==> src/rtl/regfile_wr_decoder.sv <==
// Registered address-to-one-hot write-enable decoder for the register file.
// A clear sweep walks every address so the register file can zero itself.
module regfile_wr_decoder #(
    parameter int ADDR_W     = 5,     // 1..6
    parameter bit MASK_ZERO  = 1'b1,
    parameter bit AUTO_CLEAR = 1'b0
) (
    input  logic                      clk,
    input  logic                      rst_n,
    input  logic                      enable,
    input  logic [ADDR_W-1:0]         address,
    input  logic                      clear_req,
    output logic [(1 << ADDR_W)-1:0]  out,
    output logic                      clear_busy,
    output logic                      clear_done,
    output logic                      wr_dropped
);

    localparam int                NUM_OUT   = 1 << ADDR_W;
    localparam logic [ADDR_W-1:0] LAST_ADDR = ADDR_W'(NUM_OUT - 1);
    localparam logic [ADDR_W-1:0] ONE_ADDR  = ADDR_W'(1);
    localparam logic [ADDR_W-1:0] ZERO_ADDR = ADDR_W'(0);

    typedef enum logic {
        ST_IDLE  = 1'b0,
        ST_SWEEP = 1'b1
    } state_t;

    state_t            r_state;
    logic [ADDR_W-1:0] r_cnt;
    logic              r_auto_pend;
    logic              w_clear_start;

    // One-hot decode with optional masking of the hard-wired zero register.
    function automatic logic [NUM_OUT-1:0] decode(input logic [ADDR_W-1:0] a);
        logic [NUM_OUT-1:0] v;
        v    = '0;
        v[a] = 1'b1;
        v[0] = v[0] & ~MASK_ZERO;
        return v;
    endfunction

    // An automatic clear behaves exactly like a clear request on the first edge after reset.
    assign w_clear_start = clear_req | r_auto_pend;

    // Decoder state machine with registered enables and status pulses.
    always_ff @(posedge clk or negedge rst_n) begin
        if (!rst_n) begin
            r_state     <= ST_IDLE;
            r_cnt       <= ZERO_ADDR;
            r_auto_pend <= AUTO_CLEAR;
            out         <= '0;
            clear_busy  <= 1'b0;
            clear_done  <= 1'b0;
            wr_dropped  <= 1'b0;
        end else begin
            r_auto_pend <= 1'b0;
            case (r_state)
                ST_IDLE: begin
                    clear_done <= 1'b0;
                    if (w_clear_start) begin
                        // Clear wins; a coincident write is discarded, not deferred.
                        out        <= decode(ZERO_ADDR);
                        clear_busy <= 1'b1;
                        wr_dropped <= enable;
                        r_cnt      <= ONE_ADDR;
                        r_state    <= ST_SWEEP;
                    end else begin
                        out        <= enable ? decode(address) : '0;
                        clear_busy <= 1'b0;
                        wr_dropped <= 1'b0;
                        r_cnt      <= r_cnt;
                        r_state    <= ST_IDLE;
                    end
                end
                ST_SWEEP: begin
                    out        <= decode(r_cnt);
                    clear_busy <= 1'b1;
                    wr_dropped <= enable;
                    r_cnt      <= r_cnt + ONE_ADDR;
                    if (r_cnt == LAST_ADDR) begin
                        clear_done <= 1'b1;
                        r_state    <= ST_IDLE;
                    end else begin
                        clear_done <= 1'b0;
                        r_state    <= ST_SWEEP;
                    end
                end
                default: begin
                    out        <= '0;
                    clear_busy <= 1'b0;
                    clear_done <= 1'b0;
                    wr_dropped <= 1'b0;
                    r_cnt      <= ZERO_ADDR;
                    r_state    <= ST_IDLE;
                end
            endcase
        end
    end

endmodule
==> config.mk <==
export PLATFORM = sky130hd
export DESIGN_NAME = regfile_wr_decoder
export DESIGN_NICKNAME = d
export VERILOG_FILES = /design/src/rtl/regfile_wr_decoder.sv
export SDC_FILE = /design/constraint.sdc
export NUM_CORES = 1
export LEC_CHECK = 0
export BUFFER_PORTS_ARGS = -buffer_cell sky130_fd_sc_hd__buf_2
export CAP_MARGIN = 20
export CORE_MARGIN = 2
export CORE_UTILIZATION = 55
export CTS_BUF_LIST = sky130_fd_sc_hd__clkbuf_4 sky130_fd_sc_hd__clkbuf_8 sky130_fd_sc_hd__clkbuf_16
export DETAILED_ROUTE_END_ITERATION = 12
export GPL_TIMING_DRIVEN = 0
export PLACE_DENSITY = 0.83
export SYNTH_ARGS = -nofsm -noshare
export SYNTH_HDL_FRONTEND = slang
export SYNTH_SLANG_ARGS = --single-unit
==> constraint.sdc <==
create_clock -name clk -period 3.05 [get_ports clk]
set_clock_uncertainty 0.05 [all_clocks]
set_input_delay 0.4575 -clock clk [delete_from_list [all_inputs] [get_ports clk]]
set_output_delay 0.4575 -clock clk [all_outputs]
set_load 0.005 [all_outputs]
# After elaboration in Yosys (flattened, before gate mapping)
# Index checks and enable logic that the tools add are counted.
# totals
ff_bits	41
inputBits	9
out_inout_bits	35
wordCells	33
# op_classes
addsub	1
magnitude_cmp	4
eq_ne	2
n_mux	17
bitwise	1
reduce_logical	2
# op_table
cell	count
32-bit two-way mux	2
32-bit case mux with 2 select lines	1
5-bit by 6-bit < comparator with 1-bit output, second input constant	2
1-bit demux with 5-bit select	2
5-bit by 1-bit greater-or-equal comparator with 1-bit output, second input constant	2
5-bit case mux with 2 select lines	1
1-bit case mux with 2 select lines	4
1-bit two-way mux	6
5-bit by 1-bit adder with 5-bit output, second input constant	1
5-bit == test, second input constant	1
5-bit two-way mux	1
1-bit logical AND	2
2-bit != test, second input constant	1
1-bit inverter	1

# Longest topological paths before layout
# Gate-level depths: netlist of run 1.
# logic_depth
depth_word	7
mapped_depth	5

# Worst setup path before layout of run 1
# Ideal clock, no wire load.
# synth_timing
path_kind	register to register
startpoint	reg r_cnt[0]
endpoint	reg r_cnt[4]
t_arrival_ps	1212
slack_ps	1659
path_stages_with_launch	6
n_path_buf	0
synth_period_minus_slack_ps	1391
path_cell_list	dfrtp_1 -> ha_1 -> and3_2 -> ha_1 -> nand2_1 -> o21ai_0
# synth_via
elab_chain_len	2
# synth_rtl
item	line	rtl
start: declaration	30	logic [ADDR_W-1:0] r_cnt;
start signal: assignment	72	r_cnt <= r_cnt;
start signal: assignment	80	r_cnt <= r_cnt + ONE_ADDR;
5-bit by 1-bit adder with 5-bit output	80	
5-bit case mux with 2 select lines	58	case (r_state)
# No other way between the ends.
# A chain may end at the register's enable or synchronous reset.

# Final worst setup path of run 1
# Ends and elaborated chain as after synthesis.

==> summary.txt, run 1 <==
Power and ir drop
  – Register share of total power: 0.427
  – Pwr per Cell Area: 817 nW/um^2
  – Int Pwr: 1.07 mW
  – Clock share of power: 0.242
  – Worst VDD drop: 0.596 mV
  – LEAKAGE: 1.01 nW
  – Switch Pwr: 0.523 mW
  – Switch share: 0.328
  – Combinational share of power: 0.332

Clock network
  – CTS max path bufs: 2
  – CTS-repair resized insts: 0
  – CTS buffer count: 5
  – CTS sink count: 40
  – H-tree Lvls: 2
  – Clk_lat worst skew: 0.35 ns
  – Clk root buf: clkbuf_4
  – # Post-CTS Setup Buffers: 0
  – CTS tree: done
  – Hold_buf cts: 0
  – Clk slew on worst S/H paths: 0.12 ns

Setup path
  – Worst Path Buf+Inv: 0
  – CP Max Fanout: 6
  – Critical path startpoint: r_cnt[0]
  – R2R Path Start: r_cnt[0]
  – Critical path class: reg -> reg
  – Crit path max-delay family: adder cells
  – CP cell instances: ha_1 > and3_2 > ha_1 > nand2_1 > o21ai_0
  – Largest stage delay, worst path: 0.45 ns
  – Critical path arrival: 1.66 ns
  – Data required, critical path: 3.24 ns
  – Crit end category: flip-flop
  – CP dominant cell by count: ha_1
  – Critical path launch point type: flip-flop
  – CP max-delay cell: dfrtp_1

Synth
  – Synth cell types: 27
  – Seq/Total Area, Yosys: 0.622
  – Syn_nets: 150
  – Number of synthesized flops with an enable pin: 0
  – Seq cells post-synth: 40
  – Area leader, netlist: dfrtp_1
  – Synth Flop Type: dfrtp_1
  – Top cells by area, synth: dfrtp_1, o22ai_1, ha_1
  – Mapped Cells: 136
  – Yosys warns: 0
  – Fraction of registers with async set/reset: 1.00
  – Synth top area share: 0.622
  – Mapped Area: 1610 um^2
  – Syn avg cell area: 11.8 um^2

Outcome
  – Status: finished clean

Placed design
  – GP Congestion: 0.925
  – Port Buf Inserts: 42
  – Hpwl dp: 2400 um
  – Placed Cells: 209

Detailed routing
  – 1st-iter DRT viols: 40
  – Antenna viol nets, final: 0
  – Final WL: 3330 um
  – Drt drc: 0
  – Routed WL per cell: 15.3 um
  – Via count: 1257
  – DR pass1 iterations: 4
  – Vias per cell: 5.79

Floorplanning
  – Die Y: 58.1 um
  – Starting density of the core: 0.583
  – Die X: 58.1 um
  – Site Rows: 19
  – Die area: 3370 um^2
  – Top-level port count: 44
  – Core Region: 2760 um^2

Layout
  – Final Non-Filler Cells: 217
  – Fill count: 194
  – Antenna Diode Count: 0
  – Most frequent cells in the layout: buf_2, dfrtp_1, o22ai_1
  – Layout cells sized above 1: 0.349
  – Commonest non-fill, non-tap cell in the layout: buf_2
  – Area Growth Syn to Fin: 21.4%
  – Nets: 199

STA
  – Unrepaired setup endpoints after global routing: false
  – Final Max Slew Viols: 0
  – Slew Limit Headroom: 0.438
  – Period utilization: 0.483
  – Min Tclk post-route: 1.47 ns
  – Fmax: 0.678 GHz
  – Fin. Hold Viols: 0
  – Sum Neg Setup Slack: 0 ns
  – Slew @ Worst Pin: 0.842 ns
  – Setup Viol. Count Final: 0

Global routing
  – GR Overflow Total: 0
  – Gr usage total: 0.215
  – Largest net degree at the start of global routing: 41
  – Number of global-route vias before repair: 1201
  – Initial antenna violation count: 0
  – First-pass GRT wire length: 5330 um

Worst hold path
  – HP Class: in -> async

Job
  – Max Cap Viol: 0
[power by group through the flow]
stage	clock (mW)	combinational, mW	sequential (mW)
after detailed placement	0	0.530	0.693
after CTS	0.389	0.532	0.682
final	0.386	0.529	0.681
after floorplan	0	0.341	0.700
after global routing	0.412	0.590	0.692
after global placement	0	0.501	0.687
[cell usage after synthesis (2+ instances only)]
cell type   n
nand3_1     3
nand2_2     2
nor2_1      6
o21ai_0     4
nand3b_2    2
nand2_1    13
inv_1       4
buf_6       2
nand3b_1    3
buf_2       2
o22ai_1    31
dfrtp_1    40
or3b_4      2
ha_1        5
nor2b_1     5
[area by class of cell]
type / instances / area, um^2 / area share
well taps: 31 / 38.8 / 0.0199
flip-flops and latches: 40 / 1000 / 0.512
plain buffers: 5 / 40.0 / 0.0205
inverters: 4 / 15.0 / 0.00769
clock inverters: 1 / 30.0 / 0.0154
clock buffers: 7 / 65.1 / 0.0333
multi-input cells: 87 / 553 / 0.283
repair buffers: 42 / 210 / 0.108
[per-stage QoR]
stage          hold WS (ns)  power (mW)  worst slack [ns]  instance area (um^2)  utilization
6_report              0.143        1.60              1.58                  1950        0.708
5_1_grt               0.211        1.69              1.49                  1950        0.708
4_1_cts               0.172        1.60              1.56                  1950        0.708
3_5_place_dp          0.521        1.22              1.58                  1860        0.674
3_3_place_gp          0.490        1.19              1.61                  1860        0.674
2_1_floorplan         0.112        1.04              1.66                  1610            -
[routing by layer]
layer  GRT usage  vias to the layer above  wire, um
met5           0                        -         0
met2       0.365                       43      1740
met3      0.0647                       10       216
li1            -                      589         -
met4      0.0997                        0        82
met1       0.250                      615      1290
[sequential cells by signal, summed over array words and instances, names as in the netlist]
register,flops
wr_dropped,1
r_cnt,5
clear_busy,1
r_state,1
out,31
clear_done,1
[path summary, 6_finish.rpt]
kind | to | slack (ns) | cells after the start
min in group clk | wr_dropped | 0.29 | 2
worst max-delay path | r_cnt[4] | 1.58 | 5
max in group asynchronous | r_cnt[2] | 2.27 | 1
worst min register to register | r_cnt[0] | 0.53 | 1
worst max register to register | r_cnt[4] | 1.58 | 5
worst min-delay path | out[11] | 0.14 | 1
[cells by family after synthesis]
logic type	after synthesis	share of synthesized area
AO/OA/AOI/OAI	37	0.139
adder cells (fa/ha/maj)	5	0.0389
buffers and inverters	9	0.0342
flip-flops	40	0.622
multiplexers	1	0.00622
other	1	0.00233
AND/OR/NAND/NOR	43	0.157
[worst register-to-register path, cell delays in order, from the launching register on]
cell,delay [ns]
dfrtp_1,0.45
ha_1,0.26
and3_2,0.22
ha_1,0.27
nand2_1,0.06
o21ai_0,0.07
Note: power is estimated with default switching activity, not from simulation.
==> inputs of run 2 (changes only) <==
- CORE_UTILIZATION: 55 -> 46
- PLACE_DENSITY: 0.83 -> 0.74
- clock period: 3.05 -> 1.2 ns (I/O delays scaled with it)
==> run 2 against run 1 <==
Net effect: the flow now finishes with violations (setup timing); utilization grew 0.38 points; count of clock-buffer cells in the layout is the same; power grew to 3.1 times the previous value; non-clock buffer count grew 14; sequential power grew to 2.6 times the previous value; clock power grew to 2.6 times the previous value; first-iteration DRC count shrank 30%; cell count grew 13%; critical path type unchanged; critical endpoint unchanged; largest power group is now combinational cells; highest routed layer unchanged.
==> summary.txt, run 2 (synthesized netlist as in run 1, its figures left out) <==
Outcome
  – Status: finished with violations (was finished clean)
  – Violated checks: setup timing

Placed design
  – DP Area: 1900 um^2 (was 1860 um^2)
  – Placement Setup Slack: -0.137 ns (was 1.58 ns)
  – GP Congestion: 0.826 (was 0.925)
  – Hpwl dp: 2320 um (was 2400 um)
  – Port Buf Inserts: 42 (unchanged)

Detailed routing
  – Antenna viol nets, final: 0 (unchanged)
  – 1st-iter DRT viols: 28 (was 40)
  – DR pass1 iterations: 4 (unchanged)
  – Final WL: 4250 um (was 3330 um)
  – Routed WL per cell: 17.3 um (was 15.3 um)
  – Drt drc: 0 (unchanged)
  – Routed wl met3: 234 um (was 216 um)
  – Wl on met1: 1620 um (was 1290 um)
  – Vias per cell: 5.55 (was 5.79)
  – Max Used Layer: met4 (unchanged)
  – Via count: 1366 (was 1257)
  – Met2 WL: 2290 um (was 1740 um)

STA
  – Final Max Slew Viols: 0 (unchanged)
  – Period utilization: 1.08 (was 0.483)
  – Setup ws final: -0.0901 ns (was 1.58 ns)
  – Fmax: 0.775 GHz (was 0.678 GHz)
  – Unrepaired setup endpoints after global routing: true (was false)
  – Slew @ Worst Pin: 0.529 ns (was 0.842 ns)
  – Setup Viol. Count Final: 29 (was 0)
  – Slew Limit Headroom: 0.648 (was 0.438)
  – Min Tclk post-route: 1.29 ns (was 1.47 ns)
  – Fin. Hold Viols: 0 (unchanged)

Setup path
  – Crit end category: flip-flop (unchanged)
  – R2R Setup Slk: -0.09 ns (was 1.58 ns)
  – FF-to-FF path depth: 5 (unchanged)
  – CP max-delay cell: dfrtp_2 (was dfrtp_1)
  – R2R Path Start: r_cnt[1] (was r_cnt[0])
  – Critical path launch point type: flip-flop (unchanged)
  – CP dominant cell by count: ha_4 (was ha_1)
  – Largest stage delay, worst path: 0.48 ns (was 0.45 ns)
  – Critical path class: reg -> reg (unchanged)
  – R2R Path End: r_cnt[4] (unchanged)
  – CP Max Fanout: 4 (was 6)
  – CP cell instances: ha_4 > and3_4 > ha_4 > nand2_2 > o21ai_1 (was ha_1 > and3_2 > ha_1 > nand2_1 > o21ai_0)
  – Data required, critical path: 1.44 ns (was 3.24 ns)
  – Critical path arrival: 1.53 ns (was 1.66 ns)

Layout
  – Final Cell Area: 2380 um^2 (was 1950 um^2)
  – Commonest non-fill, non-tap cell in the layout: buf_2 (unchanged)
  – Area Growth Syn to Fin: 47.7% (was 21.4%)
  – Biggest register: out (unchanged)
  – Most frequent cells in the layout: buf_2, dfrtp_1, o22ai_2 (was buf_2, dfrtp_1, o22ai_1)
  – Layout cells sized above 1: 0.580 (was 0.349)
  – Antenna Diode Count: 0 (unchanged)
  – Fill count: 232 (was 194)
  – Largest registers: out x31, r_cnt x5 (unchanged)
  – Nets: 213 (was 199)
  – Largest register FFs: 31 (unchanged)

Clock network
  – Clk slew on worst S/H paths: 0.12 ns (about the same)
  – CTS max path bufs: 2 (unchanged)
  – Clk root buf: clkbuf_4 (unchanged)
  – H-tree Lvls: 2 (unchanged)
  – Clk_lat worst skew: 0.35 ns (about the same)
  – CTS sink count: 40 (unchanged)
  – CTS tree: done (unchanged)
  – CTS buffer count: 5 (unchanged)

Global routing
  – GR Overflow Total: 0 (unchanged)
  – First-pass GRT wire length: 6310 um (was 5330 um)
  – Initial antenna violation count: 0 (unchanged)
  – Number of global-route vias before repair: 1329 (was 1201)
  – Largest net degree at the start of global routing: 41 (unchanged)
  – Gr usage total: 0.212 (was 0.215)

Worst hold path
  – Min-delay src: clear_req
  – Hold Crit Endpoint: clear_busy
  – Hold Path Stages: 3
  – HP Class: in -> reg (was in -> async)

Power and ir drop
  – Pwr per Cell Area: 2070 nW/um^2 (was 817 nW/um^2)
  – Worst VDD drop: 1.15 mV (was 0.596 mV)
  – LEAKAGE: 1.13 nW (was 1.01 nW)

Floorplanning
  – Top-level port count: 44 (unchanged)
  – Site Rows: 21 (was 19)
  – Starting density of the core: 0.482 (was 0.583)
  – Die X: 63.1 um (was 58.1 um)
  – Core Region: 3340 um^2 (was 2760 um^2)
  – Die area: 3990 um^2 (was 3370 um^2)
  – Die Y: 63.1 um (was 58.1 um)

Job
  – Max Cap Viol: 0 (unchanged)
[run 2: changes by cell type in the layout (fill, tap and decap cells not counted), sizes merged]
cell,before,now
buf,47,57
clkbuf,7,9
dlygate4sd3,0,2
[run 2: per-stage QoR]
stage / power [mW] / hold slack, ns / setup TNS (ns) / util / std cells
2_1_floorplan: 2.67 / -0.166 / -0.0539 / - / 136
3_3_place_gp: 3.06 / 0.253 / -0.807 / 0.568 / 224
4_1_cts: 4.51 / 0.0917 / -0.457 / 0.669 / 242
3_5_place_dp: 3.13 / 0.280 / -1.87 / 0.568 / 224
6_report: 4.93 / 0.0985 / -1.12 / 0.712 / 246
5_1_grt: 5.18 / 0.0919 / -2.66 / 0.712 / 246
[run 2: worst max-delay path by stage]
| stage | cells past startpoint | slack (ns) | end | from |
|---|---|---|---|---|
| 5_1_grt | 3 | -0.12 | out[11] | r_cnt[2] |
| 3_3_place_gp | 5 | -0.09 | r_state | r_cnt[0] |
| 3_5_place_dp | 5 | -0.14 | r_state | r_cnt[0] |
| 2_1_floorplan | 5 | -0.03 | r_cnt[4] | r_cnt[0] |
| 6_report | 5 | -0.09 | r_cnt[4] | r_cnt[1] |
| 4_1_cts | 5 | -0.09 | r_state | r_cnt[0] |
[run 2: routing by layer]
layer	global-route usage	up-vias
met5	0	-
met1	0.249	685
met4	0.100	0
li1	-	615
met2	0.364	54
met3	0.0536	12
[run 2: cell type report]
type	count	area [um^2]	share of cell area
Buffer	5	42.5	0.0179
Clock buffer	7	65.1	0.0274
Clock inverter	1	30.0	0.0126
Inverter	4	15.0	0.00632
Multi-Input combinational cell	87	822	0.346
Sequential cell	40	1000	0.423
Tap cell	46	57.6	0.0242
Timing Repair Buffer	56	339	0.143
[run 2: power by group]
part,switching (mW),total [mW],internal [mW]
registers,0.141,1.76,1.62
clock network,0.443,0.996,0.553
logic,1.19,2.18,0.983
[run 2: timing repair]
| item | 4_1_cts | 5_1_grt |
|---|---|---|
| gates resized for setup | 28 | 25 |
| buffers inserted | 8 | 4 |
| pin swaps | 9 | 11 |
| hold endpoints to repair | 41 | 0 |
| hold buffers | 2 | 0 |
| endpoints found under the setup margin | 33 | 60 |
[run 2: worst max-delay path, delay by kind of cell (launching register included)]
| kind | cells | cell delay (ns) |
|---|---|---|
| AO/OA/AOI/OAI | 1 | 0.07 |
| flip-flops | 1 | 0.48 |
| adder cells (fa/ha/maj) | 2 | 0.44 |
| AND/OR/NAND/NOR | 2 | 0.18 |
==> inputs of run 3 (changes only) <==
- BUFFER_PORTS_ARGS: -buffer_cell sky130_fd_sc_hd__buf_2 -> unset
- CORE_UTILIZATION: 46 -> 55
- DONT_BUFFER_PORTS: unset -> 1
- PLACE_DENSITY: 0.74 -> 0.73
==> run 3 against run 2 <==
Net effect: the run still ends with setup timing left; global-route usage increased by 1.4 points; sequential share of layout area rose by 7.5 points; non-clock buffer count fell by 44; count of clock-buffer cells in the layout fell by 1; register-to-register slack is essentially flat; critical path depth decreased by 2; worst setup slack better by 0.0096 ns; largest cell class unchanged.
==> summary.txt, run 3 (synthesized netlist as in run 1, its figures left out) <==
Detailed routing
  – DR pass1 iterations: 6 (was 4)
  – Vias per cell: 6.16 (was 5.55)
  – Final WL: 3480 um (was 4250 um)
  – Routed WL per cell: 18.6 um (was 17.3 um)
  – Drt drc: 0 (unchanged)
  – Antenna viol nets, final: 0 (unchanged)
  – 1st-iter DRT viols: 35 (was 28)
  – Via count: 1151 (was 1366)

Layout
  – Final Non-Filler Cells: 187 (was 246)
  – Fill count: 182 (was 232)
  – Biggest register: out (unchanged)
  – Most frequent cells in the layout: dfrtp_1, o22ai_1, o22ai_2 (was buf_2, dfrtp_1, o22ai_2)
  – Layout cells sized above 1: 0.353 (was 0.580)
  – Antenna Diode Count: 0 (unchanged)
  – Area Growth Syn to Fin: 25.3% (was 47.7%)
  – Commonest non-fill, non-tap cell in the layout: dfrtp_1 (was buf_2)
  – Largest register FFs: 31 (unchanged)
  – Area of the multi-input gates: 716 um^2 (was 822 um^2)
  – Largest registers: out x31, r_cnt x5 (unchanged)
  – Reg area: 1000 um^2 (about the same)
  – Nets: 169 (was 213)

Worst hold path
  – Min-delay src: address[0] (was clear_req)
  – HP Class: in -> reg (unchanged)

STA
  – Fin. Hold Viols: 0 (unchanged)
  – Setup ws final: -0.0804 ns (was -0.0901 ns)
  – Sum Neg Setup Slack: -1.42 ns (was -1.12 ns)
  – Unrepaired setup endpoints after global routing: true (unchanged)
  – Min Tclk post-route: 1.28 ns (was 1.29 ns)
  – Hold WS: 0.0140 ns (was 0.0985 ns)
  – Setup Viol. Count Final: 33 (was 29)
  – Fmax: 0.781 GHz (was 0.775 GHz)
  – Final Max Slew Viols: 0 (unchanged)
  – Period utilization: 1.07 (was 1.08)

Power and ir drop
  – Switch share: 0.346 (was 0.361)
  – Total power: 4.34 mW (was 4.93 mW)
  – LEAKAGE: 0.897 nW (was 1.13 nW)
  – Switch Pwr: 1.50 mW (was 1.78 mW)
  – Int Pwr: 2.84 mW (was 3.15 mW)
  – Register share of total power: 0.418 (was 0.356)
  – Pwr per Cell Area: 2150 nW/um^2 (was 2070 nW/um^2)
  – Worst VDD drop: 1.56 mV (was 1.15 mV)
  – Combinational share of power: 0.384 (was 0.442)
  – Clock share of power: 0.198 (was 0.202)

Setup path
  – Critical path startpoint: r_state (was r_cnt[1])
  – Data required, critical path: 1.40 ns (was 1.44 ns)
  – Critical path arrival: 1.48 ns (was 1.53 ns)
  – Critical path class: reg -> reg (unchanged)
  – CP Max Fanout: 8 (was 4)
  – Crit end category: flip-flop (unchanged)
  – Critical path launch point type: flip-flop (unchanged)
  – R2R Path Start: r_state (was r_cnt[1])

Floorplanning
  – Die area: 3370 um^2 (was 3990 um^2)
  – Top-level port count: 44 (unchanged)
  – Core Region: 2760 um^2 (was 3340 um^2)
  – Die X: 58.1 um (was 63.1 um)
  – Starting density of the core: 0.583 (was 0.482)
  – Die Y: 58.1 um (was 63.1 um)
  – Site Rows: 19 (was 21)

Clock network
  – CTS buffer count: 5 (unchanged)
  – H-tree Lvls: 2 (unchanged)
  – Clk slew on worst S/H paths: 0.11 ns (was 0.12 ns)
  – Clk root buf: clkbuf_4 (unchanged)
  – CTS max path bufs: 2 (unchanged)
  – CTS tree: done (unchanged)
  – CTS sink count: 40 (unchanged)
  – Clk_lat worst skew: 0.33 ns (was 0.35 ns)
  – Hold_buf cts: 4 (was 2)

Placed design
  – GP Congestion: 0.937 (was 0.826)
  – Placement Setup Slack: -0.154 ns (was -0.137 ns)
  – Port Buf Inserts: 0 (was 42)
  – Hpwl dp: 2180 um (was 2320 um)
  – Placed Cells: 167 (was 224)

Outcome
  – Violated checks: setup timing (unchanged)
  – Status: finished with violations (unchanged)

Global routing
  – Number of global-route vias before repair: 1095 (was 1329)
  – Gr usage total: 0.226 (was 0.212)
  – Largest net degree at the start of global routing: 41 (unchanged)
  – First-pass GRT wire length: 5550 um (was 6310 um)
  – Initial antenna violation count: 0 (unchanged)
  – GR Overflow Total: 0 (unchanged)

Job
  – Max Cap Viol: 0 (unchanged)
## run 3: repair_timing
item,4_1_cts,5_1_grt
resized for setup,22,10
buffers inserted,7,1
endpoints found under the setup margin,34,36
pin swaps,5,6
endpoints found under the hold margin,45,5
## run 3: final timing paths
kind | endpoint | slack (ns) | cells past startpoint
worst max-delay path | out[8] | -0.08 | 3
worst min-delay path | out[11] | 0.01 | 2
worst max register to register | out[8] | -0.08 | 3
worst min register to register | r_cnt[0] | 0.61 | 2
max in group asynchronous | r_cnt[0] | 0.63 | 2
min in group asynchronous | out[4] | 0.27 | 2
## run 3: cell type report
cell class	count	share of cell area
sequential	40	0.498
timing repair buffer	12	0.0565
clock buffer	6	0.0223
buffer	5	0.0242
inverter	4	0.00745
multi-input combinational	87	0.355
tap	31	0.0192
clock inverter	2	0.0174
## run 3: layer usage
metal	up-vias	track usage	part of all wire
met2	45	0.362	0.54
li1	523	-	-
met5	-	0	0
met1	581	0.283	0.39
met3	2	0.0692	0.066
met4	0	0.0997	0.0037
## run 3: power by group through the flow
stage | Combinational (mW) | Clock [mW] | Sequential [mW]
finish | 1.67 | 0.859 | 1.81
global route | 1.80 | 0.925 | 1.83
CTS | 1.51 | 0.874 | 1.81
detailed placement | 1.11 | 0 | 1.83
global placement | 1.07 | 0 | 1.81
floorplan | 0.887 | 0 | 1.79
## run 3: per-stage QoR
step | area, um^2 | utilization
after CTS | 1950 | 0.706
after floorplan | 1630 | -
final | 2020 | 0.731
after detailed placement | 1670 | 0.604
after global routing | 2020 | 0.731
after global placement | 1670 | 0.604
## run 3: critical path, cell delays in order (launching register included)
cell      delay, ns
dfrtp_2        0.49
nor2b_4        0.25
nand3b_4       0.19
o22ai_1        0.22
